<file path="config.mk">
export PLATFORM = sky130hd
export DESIGN_NAME = fetch_unit
export DESIGN_NICKNAME = d
export VERILOG_FILES = /design/src/rtl/fetch_unit.sv
export SDC_FILE = /design/constraint.sdc
export NUM_CORES = 1
export LEC_CHECK = 0
export CAP_MARGIN = 10
export CORE_ASPECT_RATIO = 1.5
export CORE_MARGIN = 3
export CORE_UTILIZATION = 45
export CTS_CLUSTER_SIZE = 30
export DETAILED_ROUTE_END_ITERATION = 6
export GPL_TIMING_DRIVEN = 1
export PLACE_DENSITY = 0.78
export SLEW_MARGIN = 20
export SYNTH_ARGS = -nofsm -noshare
export SYNTH_HDL_FRONTEND = slang
export SYNTH_SLANG_ARGS = --single-unit
</file>
<file path="constraint.sdc">
create_clock -name clk -period 2.4 [get_ports clk]
set_input_delay 0.48 -clock clk [delete_from_list [all_inputs] [get_ports clk]]
set_output_delay 0.48 -clock clk [all_outputs]
set_load 0.01 [all_outputs]
</file>
<file path="src/rtl/fetch_unit.sv">
// Instruction fetch stage for the SISC processor.
// Holds the program counter, fetches instruction words over a variable-latency
// request/acknowledge handshake, loads the instruction register that feeds the
// datapath, applies branch targets, and aborts stalled fetches with a watchdog.
module fetch_unit #(
  parameter int unsigned PC_WIDTH = 16,
  parameter int unsigned RESET_PC = 0,
  parameter int unsigned TIMEOUT  = 15
) (
  input  logic                clk,
  input  logic                rst_f,
  input  logic                fetch_start,
  input  logic                br_load,
  input  logic                br_sel,
  input  logic [PC_WIDTH-1:0] br_imm,
  output logic [PC_WIDTH-1:0] imem_addr,
  output logic                imem_req,
  input  logic [31:0]         imem_rdata,
  input  logic                imem_ack,
  output logic [31:0]         ir,
  output logic [PC_WIDTH-1:0] pc,
  output logic                fetch_done,
  output logic                fetch_err,
  output logic                busy
);

  typedef enum logic {
    IDLE = 1'b0,
    REQ  = 1'b1
  } state_t;

  localparam logic [PC_WIDTH-1:0] PC_RST  = PC_WIDTH'(RESET_PC);
  localparam logic [7:0]          WD_LAST = 8'(TIMEOUT - 1);

  state_t                state_q, state_d;
  logic [PC_WIDTH-1:0]   pc_q, pc_d;
  logic [31:0]           ir_q, ir_d;
  logic                  pend_q, pend_d;
  logic [PC_WIDTH-1:0]   tgt_q, tgt_d;
  logic [7:0]            wd_q, wd_d;
  logic                  done_q, done_d;
  logic                  err_q, err_d;

  logic [PC_WIDTH-1:0]   br_tgt;
  logic [PC_WIDTH-1:0]   pc_inc;
  logic [PC_WIDTH-1:0]   next_pc;

  // Branch target and post-fetch PC selection (all arithmetic wraps mod 2^PC_WIDTH).
  // A br_load on the completing edge wins over an older pending target.
  always_comb begin
    br_tgt  = br_sel ? br_imm : (pc_q + br_imm);
    pc_inc  = pc_q + PC_WIDTH'(1);
    next_pc = pc_inc;
    if (br_load) begin
      next_pc = br_tgt;
    end else if (pend_q) begin
      next_pc = tgt_q;
    end
  end

  // Next-state logic for the IDLE/REQ fetch controller and its datapath registers.
  always_comb begin
    state_d = state_q;
    pc_d    = pc_q;
    ir_d    = ir_q;
    pend_d  = pend_q;
    tgt_d   = tgt_q;
    wd_d    = wd_q;
    done_d  = 1'b0;
    err_d   = 1'b0;

    unique case (state_q)
      IDLE: begin
        pend_d = 1'b0;
        if (br_load) begin
          pc_d = br_tgt;
        end
        if (fetch_start) begin
          state_d = REQ;
          wd_d    = '0;
        end
      end
      REQ: begin
        if (imem_ack) begin
          ir_d    = imem_rdata;
          pc_d    = next_pc;
          pend_d  = 1'b0;
          done_d  = 1'b1;
          state_d = IDLE;
        end else if (wd_q == WD_LAST) begin
          ir_d    = '0;
          pc_d    = next_pc;
          pend_d  = 1'b0;
          err_d   = 1'b1;
          state_d = IDLE;
        end else begin
          wd_d = wd_q + 8'd1;
          if (br_load) begin
            pend_d = 1'b1;
            tgt_d  = br_tgt;
          end
        end
      end
      default: begin
        state_d = IDLE;
      end
    endcase
  end

  // State and datapath registers with asynchronous active-low reset.
  always_ff @(posedge clk or negedge rst_f) begin
    if (!rst_f) begin
      state_q <= IDLE;
      pc_q    <= PC_RST;
      ir_q    <= '0;
      pend_q  <= 1'b0;
      tgt_q   <= '0;
      wd_q    <= '0;
      done_q  <= 1'b0;
      err_q   <= 1'b0;
    end else begin
      state_q <= state_d;
      pc_q    <= pc_d;
      ir_q    <= ir_d;
      pend_q  <= pend_d;
      tgt_q   <= tgt_d;
      wd_q    <= wd_d;
      done_q  <= done_d;
      err_q   <= err_d;
    end
  end

  // Request and busy decode straight from state so reset drops them immediately.
  always_comb begin
    imem_req   = (state_q == REQ);
    busy       = (state_q == REQ);
    imem_addr  = pc_q;
    pc         = pc_q;
    ir         = ir_q;
    fetch_done = done_q;
    fetch_err  = err_q;
  end

endmodule

</file>
* After elaboration in Yosys (flattened, before gate mapping)
Cells that the tools add are included.
** Word-level totals
- Bits in registers :: 76
- Logic and storage cells :: 52
** Cells by class
- Add/sub/neg operators :: 3
- Equality and inequality tests :: 7
- Muxes and demuxes :: 26
- Bitwise logic cells :: 3
- Reduce and logical (&&, ||, !) cells :: 5
** Operators by type and width (count)
- $mux 16 :: 6
- $mux 32 :: 2
- $pmux 16 s2 :: 1
- $mux 8 :: 3
- $add 16x1->16 const B :: 1
- $add 16x16->16 :: 1
- $pmux 8 s2 :: 1
- $mux 1 :: 11
- $add 8x1->8 const B :: 1
- $eq 8x4->1 const B :: 1
- $ne 2x2->1 const B :: 4
- $ne 4x3->1 const B :: 1
- $pmux 1 s2 :: 2
- $reduce_and 2->1 :: 2
- $reduce_and 4->1 :: 1
- $ne 3x2->1 const B :: 1
- $not 1->1 :: 3
- $reduce_and 3->1 :: 1
- $reduce_bool 2->1 :: 1

* Depth between registers and ports, before layout
- Depth in word-level cells :: 6
- Mapped depth :: 8

* Worst setup path before layout
OpenSTA, ideal clock, no wires.
- Path type :: input to register
- From :: input port br_imm[0]
- To :: register pc_q[14], in the netlist imem_addr[14]
- Setup time :: 0.130 ns
- Data arrival time :: 2.375 ns
- Data required time :: 2.270 ns
- Slack :: -0.105 ns
- Cell stages on the path :: 8
- Cells stage by stage :: ha_1 > fa_1 > a21o_1 > a311oi_2 > nor3_1 > a2111o_1 > nand4_1 > a31oi_1
** Between the ends
- Cells in the longest elaborated chain, start to end :: 6
- Elaborated cells on any way between the ends :: 7
** Ends and longest elaborated chain
- start, declared :: line 15 : input logic [PC_WIDTH-1:0] br_imm,
- $add 16x16->16 * :: line 51 : br_tgt = br_sel ? br_imm : (pc_q + br_imm);
- $mux 16 * :: line 51
- $mux 16 :: line 54 : if (br_load) begin
- $mux 16 :: line 90 : end else if (wd_q == WD_LAST) begin
- $mux 16 :: line 84 : if (imem_ack) begin
- $pmux 16 s2 * :: line 72 : unique case (state_q)
- end signal, assigned :: line 123 : pc_q <= pc_d;
- end, declared :: line 36 : logic [PC_WIDTH-1:0] pc_q, pc_d;
Mark *: on every way between the ends. The rest lies on a longest branch, timed or not. The select of a mux whose other input is x is not followed.
A chain may end at the register's enable or synchronous reset.

* Final worst setup path
- From :: input port br_imm[2]
- To :: register pc_q[12], in the netlist imem_addr[12]
The elaborated chain is that of the path after synthesis.

==> flow_summary.yaml <==
outcome:
  status: "finished, final reports clean"
power:
  p_leak_nw: 3.01
  p_seq_frac: 0.266
  clkPwrFrac: 0.178
  power.internal_w: 0.00475
  p_comb_frac: 0.556
  switchingPower_w: 0.00278
  powerDensity_nw_per_um2: 1090
  peakVddDrop_mv: 0.536
  p_sw_frac: 0.369
synthesis:
  syn_area_sq_um: 4640
  yosysUniqueCellTypes: 62
  synth-seq-cells: 76
  synth_top_area_share: 0.410
  async_reset_ff_frac: 1.00
  yosys-top-cells-area: "dfrtp_1 41%, a22o_1 6.0%, ha_1 4.9%"
  ys_seq_area_frac: 0.410
  yosysTopAreaCell: "dfrtp_1"
  synth_ff_type: "dfrtp_1"
  synth_edf_count: 0
  avgSynthCellArea_sq_um: 9.50
  synthCells: 488
  yosys_warnings: 0
  syn-num-nets: 561
detailed_routing:
  wl_per_cell_um: 17.2
  wirelength_um: 13400
  num_vias: 4462
  postRouteAntennaNets: 0
  drc_errors: 0
  drt_pre_antenna_iters: 6
  drt_iter0_markers: 284
  viasPerCell: 5.72
setup_path:
  startpoint_type: "input pin"
  worstSetupEndpointType: "register"
  worstPathRequired_ns: 2.64
  worstSetupPathType: "input pin to register"
  crit_arrival_ns: 2.62
  crit_chain: "clkdlybuf4s50_1 -> ha_1 -> a21o_1 -> a311oi_2 -> buf_4 -> o21ai_4 -> a2111oi_4 -> o31ai_1 -> a31oi_1"
  slowest_delay_ns: 0.46
  crit_slowest_cell: "clkdlybuf4s50_1"
  crit_fanout: 4
finish:
  final_common_cell: "clkdlybuf4s50_1"
  final_nets: 733
  mostFrequentLayoutCells: "116 x clkdlybuf4s50_1, 81 x buf_4, 76 x dfrtp_1, 48 x nand2_1, 34 x o21ai_0"
  drive_above_1_share: 0.211
  nFillCells: 763
  diodes: 0
  area_growth_pct: 48.7
  final_cells: 780
clock_network:
  clk_path_buf_depth: 2
  cts.htree.levels: 3
  clock_sink_count: 76
  clk_pin_slew_ns: 0.06
  cts_tree: "done"
  clk_latency_ns: 0.33
  cts-root-buf: "clkbuf_16"
  numCtsBuffers: 9
die:
  start_util: 0.470
  die_x_um: 88.9
  io_pins: 122
  fp.coreArea_sq_um: 9850
  rows: 44
  dieArea_sq_um: 11600
  fp.dieH_um: 130
grt:
  gr-usage-all-layers: 0.235
  grt_pass1_wl_um: 21400
  antenna_found_initial: 0
  grt_max_degree: 45
  grt_overflow: 0
  grt_pass1_vias: 4558
timing:
  finalHoldViolCount: 0
  worstMarginPinSlew_ns: 0.872
  slew_headroom: 0.419
  period_share: 0.990
  min_period_ns: 2.38
  finalSetupViolCount: 0
  timing.hold.ws_ns: 0.0802
  clock.fmax_mhz: 421
  finalClockSkew_ns: 0.00537
  rsz0062_at_grt: "yes"
  drv_slew: 0
hold_path:
  worstHoldPathType: "input pin to async pin"
placement:
  place_congestion: 0.961
  portBuffers: 121
  place_inst: 762
  dp_hpwl_um: 10200
job:
  max_cap_violations: 0
## synthesized netlist by cell type (4+ instances only)
library cell and instances:
nand3_1 12, o31ai_1 5, and2_1 6, and3_1 7
mux2i_1 8, buf_2 5, a22o_1 32, nand4_1 6
nand2_1 49, dfrtp_1 76, buf_4 17, clkbuf_1 19
o21ai_0 37, o21a_1 4, mux2_2 6, a31oi_1 5
inv_1 7, nor2_1 28, nand2b_1 8, nor3_1 10
xnor2_1 11, a211oi_1 6, o211ai_1 5, a21o_1 7
nor2b_1 4, a21oi_1 28, xor2_1 11, ha_1 18
o21bai_1 4
## final timing paths
kind,from,endpoint,slack (ns),cells after the start
max,br_imm[2],imem_addr[12]$_DFFE_PN0P_,0.02,9
min,rst_f,ir[1]$_DFFE_PN0P_,0.08,1
max reg2reg,imem_addr[0]$_DFFE_PN0P_,imem_addr[12]$_DFFE_PN0P_,0.02,9
min reg2reg,tgt_q[13]$_DFFE_PN0P_,tgt_q[13]$_DFFE_PN0P_,0.48,2
max in group asynchronous,rst_f,imem_addr[6]$_DFFE_PN0P_,1.75,2
min in group clk,tgt_q[13]$_DFFE_PN0P_,tgt_q[13]$_DFFE_PN0P_,0.48,2
## cells by family (layout without fill, tap and decap cells)
group,after synthesis,after routing,share of synthesized area
AOI/OAI and AO/OA,163,163,0.255
xor gates and xnor gates,22,22,0.0416
adders and majority gates,19,19,0.0529
buffers and inverters,51,228,0.0580
and+or+nand+nor,143,143,0.151
DFF,76,76,0.410
muxes,14,14,0.0318
## state kept, by name (all words and copies together), names as in the netlist
signal      count
ir             32
imem_addr      16
pend_q          1
fetch_done      1
wd_q            8
tgt_q          16
busy            1
fetch_err       1
## through the flow
step	setup WS [ns]	utilization	TNS (ns)	power [W]	area [sq um]
after floorplan	0.00698	-	0	0.00409	4640
after global placement	-0.487	0.650	-7.95	0.00580	6400
after detailed placement	-0.583	0.650	-9.30	0.00591	6400
after CTS	0.00136	0.684	0	0.00733	6740
after global routing	-0.139	0.700	-0.489	0.00802	6890
final	0.0228	0.700	0	0.00754	6890
## cell type report
cell class | instances | area [sq um] | share of cell area
clock buffers | 11 | 243 | 0.0352
clock inverters | 5 | 61.3 | 0.00889
inverters | 8 | 30.0 | 0.00436
multi-input cells | 361 | 2640 | 0.383
flip-flops and latches | 76 | 1900 | 0.276
well taps | 115 | 144 | 0.0209
repair buffers | 204 | 1870 | 0.272
## critical path: cells and delay by family
family / cells / cell delay (ns)
buf+inv: 2 / 0.65
fa+ha+maj: 1 / 0.33
compound gates: 6 / 1.16
## metal layers
layer	wire, um	vias to the layer above	part of all wire	GRT usage
met1	5490	2094	0.41	0.279
met3	842	30	0.063	0.0493
met4	396	0	0.030	0.106
met5	0	-	0	0
li1	-	2131	-	-
met2	6670	207	0.50	0.402
## power groups by stage
stage | sequential [W] | clock, W | combinational (W)
2_1_floorplan | 0.00212 | 0 | 0.00197
3_3_place_gp | 0.00197 | 0 | 0.00383
3_5_place_dp | 0.00197 | 0 | 0.00394
4_1_cts | 0.00197 | 0.00137 | 0.00399
5_1_grt | 0.00205 | 0.00143 | 0.00455
6_report | 0.00200 | 0.00134 | 0.00419
## repair_timing
action	in CTS	in global routing
pin swaps	10	17
gates resized for setup	9	23
endpoints found under the setup margin	16	19
hold buffers	0	0
setup buffers	0	2
Power figures use the tool's default switching activity.
